===== config.mk =====
export PLATFORM = sky130hd
export DESIGN_NAME = nas_vid_capture
export DESIGN_NICKNAME = d
export VERILOG_FILES = /design/src/rtl/nas_vid_pkg.sv /design/src/rtl/nas_vid_syncdet.sv /design/src/rtl/nas_vid_capture.sv
export SDC_FILE = /design/constraint.sdc
export NUM_CORES = 1
export LEC_CHECK = 0
export ABC_AREA = 1
export CAP_MARGIN = 20
export CORE_ASPECT_RATIO = 2
export CORE_UTILIZATION = 45
export DETAILED_ROUTE_END_ITERATION = 10
export MAX_ROUTING_LAYER = met4
export PLACE_DENSITY = 0.7
export SYNTH_ARGS = -nofsm -noshare
export SYNTH_HDL_FRONTEND = slang
export SYNTH_SLANG_ARGS = --single-unit

===== constraint.sdc =====
create_clock -name clk -period 1.88 [get_ports clk]
set_input_delay 0.376 -clock clk [delete_from_list [all_inputs] [get_ports clk]]
set_output_delay 0.376 -clock clk [all_outputs]
set_load 0.02 [all_outputs]

===== src/rtl/nas_vid_pkg.sv =====
// Shared definitions for the NAS video capture block: FSM states, default
// raster timing and the missing-hsync timeout.
package nas_vid_pkg;

  typedef enum logic [2:0] {
    IDLE,
    VBACK,
    HBACK,
    ACTIVE,
    HTAIL
  } state_e;

  localparam int HS_MIN_DEF  = 16;
  localparam int VS_MIN_DEF  = 256;
  localparam int H_START_DEF = 160;
  localparam int H_PIX_DEF   = 384;
  localparam int V_START_DEF = 20;
  localparam int V_LINES_DEF = 224;

  localparam int TIMEOUT_CYCLES = 2048;
  localparam int WIDTH_W        = 10;
  localparam int CYC_W          = 12;

endpackage


===== src/rtl/nas_vid_syncdet.sv =====
// Synchronises composite sync and video, measures each sync-low interval and
// classifies it on the rising edge into one-cycle hsync/vsync/glitch strobes.
module nas_vid_syncdet
  import nas_vid_pkg::*;
#(
  parameter int HS_MIN = HS_MIN_DEF,
  parameter int VS_MIN = VS_MIN_DEF
) (
  input  logic clk,
  input  logic reset_n,
  input  logic vid_sync,
  input  logic vid_data,
  output logic data_s,
  output logic hsync,
  output logic vsync,
  output logic glitch
);

  localparam logic [WIDTH_W-1:0] W_MAX = '1;
  localparam logic [WIDTH_W-1:0] HS_W  = WIDTH_W'(HS_MIN);
  localparam logic [WIDTH_W-1:0] VS_W  = WIDTH_W'(VS_MIN);

  logic sync_m_q, sync_s_q, data_m_q, data_s_q;
  logic [WIDTH_W-1:0] width_q, width_d;
  logic rise, is_vs;

  always_ff @(posedge clk or negedge reset_n) begin
    if (!reset_n) begin
      sync_m_q <= 1'b1;
      sync_s_q <= 1'b1;
      data_m_q <= 1'b1;
      data_s_q <= 1'b1;
      width_q  <= '0;
    end else begin
      sync_m_q <= vid_sync;
      sync_s_q <= sync_m_q;
      data_m_q <= vid_data;
      data_s_q <= data_m_q;
      width_q  <= width_d;
    end
  end

  // width_q holds the full low length on the first synchronised-high cycle
  always_comb begin
    width_d = '0;
    if (!sync_s_q) width_d = (width_q == W_MAX) ? W_MAX : width_q + 1'b1;
  end

  assign rise   = sync_s_q && (width_q != '0);
  assign is_vs  = (width_q >= VS_W) || (width_q == W_MAX);
  assign glitch = rise && (width_q < HS_W) && !is_vs;
  assign vsync  = rise && is_vs;
  assign hsync  = rise && (width_q >= HS_W) && !is_vs;
  assign data_s = data_s_q;

endmodule


===== src/rtl/nas_vid_capture.sv =====
// Composite-sync video capture: locks to vsync/hsync, samples an 8MHz pixel
// window per line and reports pixels, line/frame strobes and sticky errors.
module nas_vid_capture
  import nas_vid_pkg::*;
#(
  parameter int HS_MIN  = HS_MIN_DEF,
  parameter int VS_MIN  = VS_MIN_DEF,
  parameter int H_START = H_START_DEF,
  parameter int H_PIX   = H_PIX_DEF,
  parameter int V_START = V_START_DEF,
  parameter int V_LINES = V_LINES_DEF
) (
  input  logic        clk,
  input  logic        reset_n,
  input  logic        vid_sync,
  input  logic        vid_data,
  output logic        pix_valid,
  output logic        pix_data,
  output logic [8:0]  pix_x,
  output logic [7:0]  pix_y,
  output logic        line_end,
  output logic        frame_end,
  output logic [15:0] frame_cnt,
  output logic [1:0]  err_sticky
);

  localparam logic [CYC_W-1:0] HSTART_LAST  = CYC_W'(H_START - 1);
  localparam logic [CYC_W-1:0] TIMEOUT_LAST = CYC_W'(TIMEOUT_CYCLES - 1);
  localparam logic [8:0]       HPIX_LAST    = 9'(H_PIX - 1);
  localparam logic [7:0]       VSTART_LAST  = 8'(V_START - 1);
  localparam logic [8:0]       VLINES_W     = 9'(V_LINES);

  logic data_s, hsync, vsync, glitch;

  nas_vid_syncdet #(.HS_MIN(HS_MIN), .VS_MIN(VS_MIN)) u_syncdet (
    .clk     (clk),
    .reset_n (reset_n),
    .vid_sync(vid_sync),
    .vid_data(vid_data),
    .data_s  (data_s),
    .hsync   (hsync),
    .vsync   (vsync),
    .glitch  (glitch)
  );

  state_e            state_q, state_d;
  logic [CYC_W-1:0]  cyc_q, cyc_d;
  logic [7:0]        hs_cnt_q, hs_cnt_d, line_q, line_d;
  logic [8:0]        px_q, px_d, line_inc;
  logic              phase_q, phase_d;
  logic              pix_valid_q, pix_valid_d, pix_data_q, pix_data_d;
  logic [8:0]        pix_x_q, pix_x_d;
  logic [7:0]        pix_y_q, pix_y_d;
  logic              line_end_q, line_end_d, frame_end_q, frame_end_d;
  logic [15:0]       frame_cnt_q, frame_cnt_d;
  logic [1:0]        err_q, err_d;

  assign line_inc = {1'b0, line_q} + 9'd1;

  always_ff @(posedge clk or negedge reset_n) begin
    if (!reset_n) begin
      state_q     <= IDLE;
      cyc_q       <= '0;
      hs_cnt_q    <= '0;
      line_q      <= '0;
      px_q        <= '0;
      phase_q     <= 1'b0;
      pix_valid_q <= 1'b0;
      pix_data_q  <= 1'b0;
      pix_x_q     <= '0;
      pix_y_q     <= '0;
      line_end_q  <= 1'b0;
      frame_end_q <= 1'b0;
      frame_cnt_q <= '0;
      err_q       <= '0;
    end else begin
      state_q     <= state_d;
      cyc_q       <= cyc_d;
      hs_cnt_q    <= hs_cnt_d;
      line_q      <= line_d;
      px_q        <= px_d;
      phase_q     <= phase_d;
      pix_valid_q <= pix_valid_d;
      pix_data_q  <= pix_data_d;
      pix_x_q     <= pix_x_d;
      pix_y_q     <= pix_y_d;
      line_end_q  <= line_end_d;
      frame_end_q <= frame_end_d;
      frame_cnt_q <= frame_cnt_d;
      err_q       <= err_d;
    end
  end

  // HBACK starts counting at 1 because the hsync strobe itself is already
  // one cycle after the synchronised rising edge.
  always_comb begin
    state_d     = state_q;
    cyc_d       = cyc_q + 1'b1;
    hs_cnt_d    = hs_cnt_q;
    line_d      = line_q;
    px_d        = px_q;
    phase_d     = phase_q;
    pix_valid_d = 1'b0;
    pix_data_d  = pix_data_q;
    pix_x_d     = pix_x_q;
    pix_y_d     = pix_y_q;
    line_end_d  = 1'b0;
    frame_end_d = 1'b0;
    frame_cnt_d = frame_cnt_q;
    err_d       = err_q;
    if (glitch) err_d[1] = 1'b1;

    if (vsync) begin
      state_d  = VBACK;
      hs_cnt_d = '0;
      cyc_d    = '0;
    end else begin
      case (state_q)
        VBACK: begin
          if (hsync) begin
            cyc_d = '0;
            if (hs_cnt_q == VSTART_LAST) begin
              state_d = HBACK;
              line_d  = '0;
              cyc_d   = CYC_W'(1);
            end else begin
              hs_cnt_d = hs_cnt_q + 8'd1;
            end
          end else if (cyc_q == TIMEOUT_LAST) begin
            err_d[0] = 1'b1;
            state_d  = IDLE;
          end
        end
        HBACK: begin
          if (cyc_q == HSTART_LAST) begin
            state_d = ACTIVE;
            px_d    = '0;
            phase_d = 1'b0;
          end
        end
        ACTIVE: begin
          if (hsync) begin
            line_end_d = 1'b1;
            line_d     = line_q + 8'd1;
            state_d    = HBACK;
            cyc_d      = CYC_W'(1);
          end else begin
            phase_d = ~phase_q;
            if (!phase_q) begin
              pix_valid_d = 1'b1;
              pix_data_d  = data_s;
              pix_x_d     = px_q;
              pix_y_d     = line_q;
              px_d        = px_q + 9'd1;
              if (px_q == HPIX_LAST) begin
                line_end_d = 1'b1;
                state_d    = HTAIL;
                cyc_d      = '0;
              end
            end
          end
        end
        HTAIL: begin
          if (hsync) begin
            if (line_inc == VLINES_W) begin
              frame_end_d = 1'b1;
              frame_cnt_d = frame_cnt_q + 16'd1;
              state_d     = IDLE;
            end else begin
              line_d  = line_q + 8'd1;
              state_d = HBACK;
              cyc_d   = CYC_W'(1);
            end
          end else if (cyc_q == TIMEOUT_LAST) begin
            err_d[0] = 1'b1;
            state_d  = IDLE;
          end
        end
        default: ;
      endcase
    end
  end

  assign pix_valid  = pix_valid_q;
  assign pix_data   = pix_data_q;
  assign pix_x      = pix_x_q;
  assign pix_y      = pix_y_q;
  assign line_end   = line_end_q;
  assign frame_end  = frame_end_q;
  assign frame_cnt  = frame_cnt_q;
  assign err_sticky = err_q;

endmodule


Word level (Yosys, flattened, before mapping):

Index checks and enable logic that the tools add are counted.

* reductions and logical operators: 23
* eq/ne operators: 23
* muxes and demuxes: 52
* add/sub/neg operators: 7
* bitwise logic cells: 3
* order comparisons: 3

Operators with widths (count)
* $mux 12: 7
* $mux 8: 9
* $pmux 12 s3: 1
* $mux 3: 9
* $mux 9: 3
* $pmux 8 s3: 1
* $mux 10: 2
* $pmux 9 s2: 1
* $add 16x1->16 const B: 1
* $add 8x1->8 const B: 2
* $mux 1: 16
* $ne 2x2->1 const B: 8
* $reduce_and 4->1: 4
* $add 12x1->12 const B: 1
* $eq 12x11->1 const B: 1
* $eq 12x8->1 const B: 1
* $ne 4x3->1 const B: 3
* $pmux 3 s4: 1
* $add 10x1->10 const B: 1
* $eq 10x10->1 const B: 1
* $ge 10x5->1 const B: 1
* $ge 10x9->1 const B: 1
* $lt 10x5->1 const B: 1
* $reduce_and 5->1: 2
* other kinds (23): 33

* bits of input ports: 4
* output and inout port bits: 39
* logic and storage cells: 131
* register bits: 94

Depth between registers and ports, before layout:

* depth in word-level cells: 7
* mapped depth: 13
* gate-level depth less buffers: 12

Cells and area by module:

Synthesis repeated with hierarchy kept, for this count alone.

* cell total of the unflattened synthesis: 619
* area total of the unflattened synthesis: 5027.3 um2

Modules (own cells, without submodules)
* nas_vid_capture: area each 4304.1 um2, times used 1, cells an instance 533, sequential area each 2001.9 um2
* nas_vid_syncdet: area each 723.2 um2, times used 1, cells an instance 86, sequential area each 355.3 um2

Least setup slack after synthesis:

Ideal clock, no wire load.

* path kind: register -> register
* start: reg line_q[0]
* end: reg frame_cnt_q[5], in the netlist frame_cnt[5]
* required time: 1.762 ns
* stages on the path, launching flop included: 13
* period minus slack after synthesis: 1.713 ns
* buffers on the path: 1
* setup time: 0.118 ns
* arrival: 1.595 ns
* setup slack: 0.167 ns
* cell sequence: dfrtp_1 > ha_1 > nand3_1 > nand2_1 > nand2_1 > nand2_1 > nor2_2 > nand4_2 > inv_1 > nand2_2 > buf_6 > nand2_1 > nand2_1

* word-level cells in the longest chain between the ends: 3

RTL lines
* start, declared: line nas_vid_capture.sv:48 `logic [7:0] hs_cnt_q, hs_cnt_d, line_q, line_d;`
* start signal, assigned: line nas_vid_capture.sv:80 `line_q <= line_d;`
* $add 8x1->9: line nas_vid_capture.sv:58 `assign line_inc = {1'b0, line_q} + 9'd1;`
* $eq 9x8->1: line nas_vid_capture.sv:165 `if (line_inc == VLINES_W) begin`
* $reduce_and 4->1 (no source line)
* end signal, assigned: line nas_vid_capture.sv:89 `frame_cnt_q <= frame_cnt_d;`
* end, declared: line nas_vid_capture.sv:55 `logic [15:0] frame_cnt_q, frame_cnt_d;`

Every way passes these cells.
A chain may end at the register's enable or synchronous reset.

Worst setup path after layout:

* start: reg frame_cnt_q[5], in the netlist frame_cnt[5]
* end: out frame_cnt[5]

RTL lines
* end, declared: line nas_vid_capture.sv:23 `output logic [15:0] frame_cnt,`

No word-level cell between the ends.

==> results.tsv <==
metric	value	unit
xor and xnor area share after synthesis	6.42	%
Hold Fails Final Rpt	0	
Max Fclk	0.543	GHz
Die Span Y	152	um
die footprint	11700	um2
yosys warns	0	
type of origin of the critical path	flip-flop	
Layout Nets	719	
Synth Area per Inst	7.91	um2
peak supply drop	462	uV
Routed Antenna Nets	0	
WHS Endpoint	u_syncdet.data_s$_DFF_PN1_	
Hold Path Depth	0	
Layout area overhead	22.7	%
Worst-Margin Slew	0.523	ns
Worst Path Required	1.50	ns
DR vias	4393	
core footprint	10900	um2
fin crit share	97.9	%
mux contribution to synthesized area	0	%
number of synthesized register bits	94	
Setup TNS	0	ns
global placement routability congestion	0.917	
IO buf count	42	
Filler Cell Count	997	
post-synthesis compound-gate area fraction	7.17	%
CTS Sinks	94	
Reg clk slew, reported paths	0.07	ns
Pwr Density	639	nW/um2
Crit path max-delay family	buffers and inverters	
design area	6190	um2
# rows	54	
worst path buffer plus inverter count	1	
remaining global-route overflow	0	
first-pass GRT wire length	20200	um
crit path DAT	1.46	ns
Vias/cell	5.16	
final setup vio count	0	
Post-Place Cell Area	5760	um2
Initial Util	46.4	%
status	finished clean	
Clock Latency Late Sink	0.35	ns
Tmin final	1.84	ns
first drt pass iteration count	4	
r2r setup slk	0.14	ns
Final Slew Violations	0	
mapped cell area	5050	um2
H-Tree Depth	3	
Die Wd	76.9	um
R2R depth	10	
r2r endpoint	line_q[2]$_DFFE_PN0P_	
Post-Synthesis Cells	638	
MaxCap Viol Count	0	
combinational family with the most area after synthesis	simple AND/OR/NAND/NOR gates	
Largest stage delay, worst path	0.65	ns
post-DR wirelength/cell	14.0	um
pin count of the biggest net entering global routing	52	
ant diodes	0	
Post-Synth Adder-Cell Area	1.98	%
CTS Buffer Depth	2	
Total GRT Usage	22.8	%
CTS tree	done	
Slew HR	64.8	%
min-delay src	u_syncdet.data_m_q$_DFF_PN1_	
worst-path fanout max	7	
vias in the first global route	4372	
final core utilization	56.9	%
Setup Skew	0.0104	ns
CP max stage cell	clkdlybuf4s50_1	
share of cells above drive strength 1	12.4	%
total routed wirelength	11900	um
number of distinct library cells after synthesis	39	
Cell Chain, Critical Path	clkdlybuf4s50_1	
RSZ-0062 raised after global routing	false	
initial antenna violation count	0	
Hold WC Path Type	flip-flop to flip-flop	
leakage	2.96	nW
post-DP HPWL	8840	um
share of synthesized area occupied by flip-flops and latches	46.7	%
Setup CP Type	flip-flop to primary output	
Post-Syn Nets	650	
number of CTS-inserted buffers	9	
simple-gate share of the synthesized area	30.4	%
clock root cell	clkbuf_16	
worst reg2reg path startpoint	line_q[1]$_DFFE_PN0P_	
remaining routing DRC violations	0	
DRT iter0 DRCs	221	
CP Capture Type	primary output	
I/O pin cnt	43	
[layer usage]
layer	GRT usage (%)	vias up	share of wire, %	wire length [um]
met3	3.11	31	2.8	335
met5	-	-	0	0
met2	42.5	96	56	6670
li1	-	2167	-	-
met4	11.4	0	3.6	422
met1	22.9	2099	38	4460
[stage by stage]
stage	setup WS, ns	total power, W	hold WS [ns]	cells
detailed placement	-0.0632	0.00216	0.271	832
finish	0.0399	0.00396	0.356	852
floorplan	0.167	0.00210	0.0804	638
global placement	-0.0547	0.00216	0.268	832
CTS	0.0364	0.00401	0.357	850
global route	0.00443	0.00409	0.362	852
[layout by cell type (no fill, tap or decap), drive strengths merged, types with 4 or more instances in the layout]
cell type	instances
clkbuf	11
nor2	74
xnor2	11
dfstp	4
nand4	10
o21ai	41
clkdlybuf4s50	40
a21oi	12
ha	8
nor3	17
xor2	26
buf	25
nand2	198
nand3	45
dfrtp	90
inv	76
nor4	4
[worst reg2reg max path, stage by stage (launching register included)]
cell	delay [ns]
dfrtp_1	0.40
buf_4	0.16
nand3_2	0.11
o21ai_1	0.18
nand2_1	0.11
nor2_4	0.12
nand4_4	0.15
nand2_2	0.13
buf_12	0.15
nand2_1	0.09
o21ai_2	0.06
[registers in the layout, summed over array words and instances, names as in the netlist, 8 cells and up]
signal             cells
cyc_q                 12
u_syncdet.width_q     10
frame_cnt             16
pix_x                  9
pix_y                  8
px_q                   9
line_q                 8
hs_cnt_q               8
[logic make-up after synthesis]
logic type,count (synthesis)
compound gates,62
xor+xnor,37
fa+ha+maj,8
buf+inv,85
flops,94
simple gates,352
[worst max path at each step]
stage | depth (start not counted) | endpoint | startpoint | slack, ns
after global routing | 10 | px_q[6]$_DFFE_PN0P_ | state_q[2]$_DFFE_PN0P_ | 0.004
final | 1 | frame_cnt[5] | frame_cnt[5]$_DFFE_PN0P_ | 0.04
after CTS | 1 | frame_cnt[5] | frame_cnt[5]$_DFFE_PN0P_ | 0.04
after floorplan | 12 | frame_cnt[5]$_DFFE_PN0P_ | line_q[0]$_DFFE_PN0P_ | 0.17
after global placement | 7 | line_q[2]$_DFFE_PN0P_ | u_syncdet.width_q[8]$_DFF_PN0_ | -0.05
after detailed placement | 7 | line_q[2]$_DFFE_PN0P_ | u_syncdet.width_q[9]$_DFF_PN0_ | -0.06
[final cells by class]
| class | count | area, um2 | area share [%] |
|---|---|---|---|
| Sequential cell | 94 | 2360 | 38.1 |
| Multi-Input combinational cell | 460 | 2400 | 38.8 |
| Tap cell | 140 | 175 | 2.83 |
| Timing Repair Buffer | 67 | 664 | 10.7 |
| Inverter | 75 | 289 | 4.67 |
| Clock inverter | 5 | 58.8 | 0.949 |
| Clock buffer | 11 | 243 | 3.92 |
[Yosys cell counts]
master,count,area (um2)
o21bai_2,1,11.3
a21oi_1,12,60.1
dfrtp_1,90,2250
o21a_1,1,7.51
o21ai_1,4,20.0
nand3b_1,2,15.0
inv_2,4,15.0
nor2_4,1,11.3
nor2_1,68,255
nor3b_1,1,7.51
nor3_1,15,75.1
ha_1,8,100
o211ai_1,1,7.51
nor3_4,2,32.5
nor2_2,5,31.3
dfstp_2,4,105
o31ai_1,1,7.51
o21ai_0,30,150
nand4_2,1,12.5
nand2_2,6,37.5
nand3_1,42,210
nor4_1,4,25.0
xnor2_1,11,96.3
inv_1,70,263
a211oi_1,2,15.0
nand4_1,9,56.3
clkbuf_1,4,15.0
or2_1,1,6.26
o21ai_2,7,61.3
o21bai_1,1,7.51
nand2b_1,1,6.26
nand2_4,1,11.3
nand3_2,3,30.0
nand2_1,190,713
a21o_1,1,7.51
xor2_1,26,228
inv_4,1,6.26
o22ai_1,1,6.26
buf_6,6,67.6
[power breakdown]
group,internal [W],leakage [nW],switching (W)
sequential,0.00204,1.28,0.00000704
combinational,0.0000240,1.55,0.0000530
clock,0.00107,0.142,0.000769
[timing repair]
item                                   4_1_cts  5_1_grt
setup endpoints to repair                   21       55
gates cloned                                 0        1
hold buffers                                 1        0
buffers inserted                             1        1
endpoints found under the hold margin       16        0
gates resized for setup                      1       21
pin swaps                                    1        5
Power figures use the tool's default switching activity.
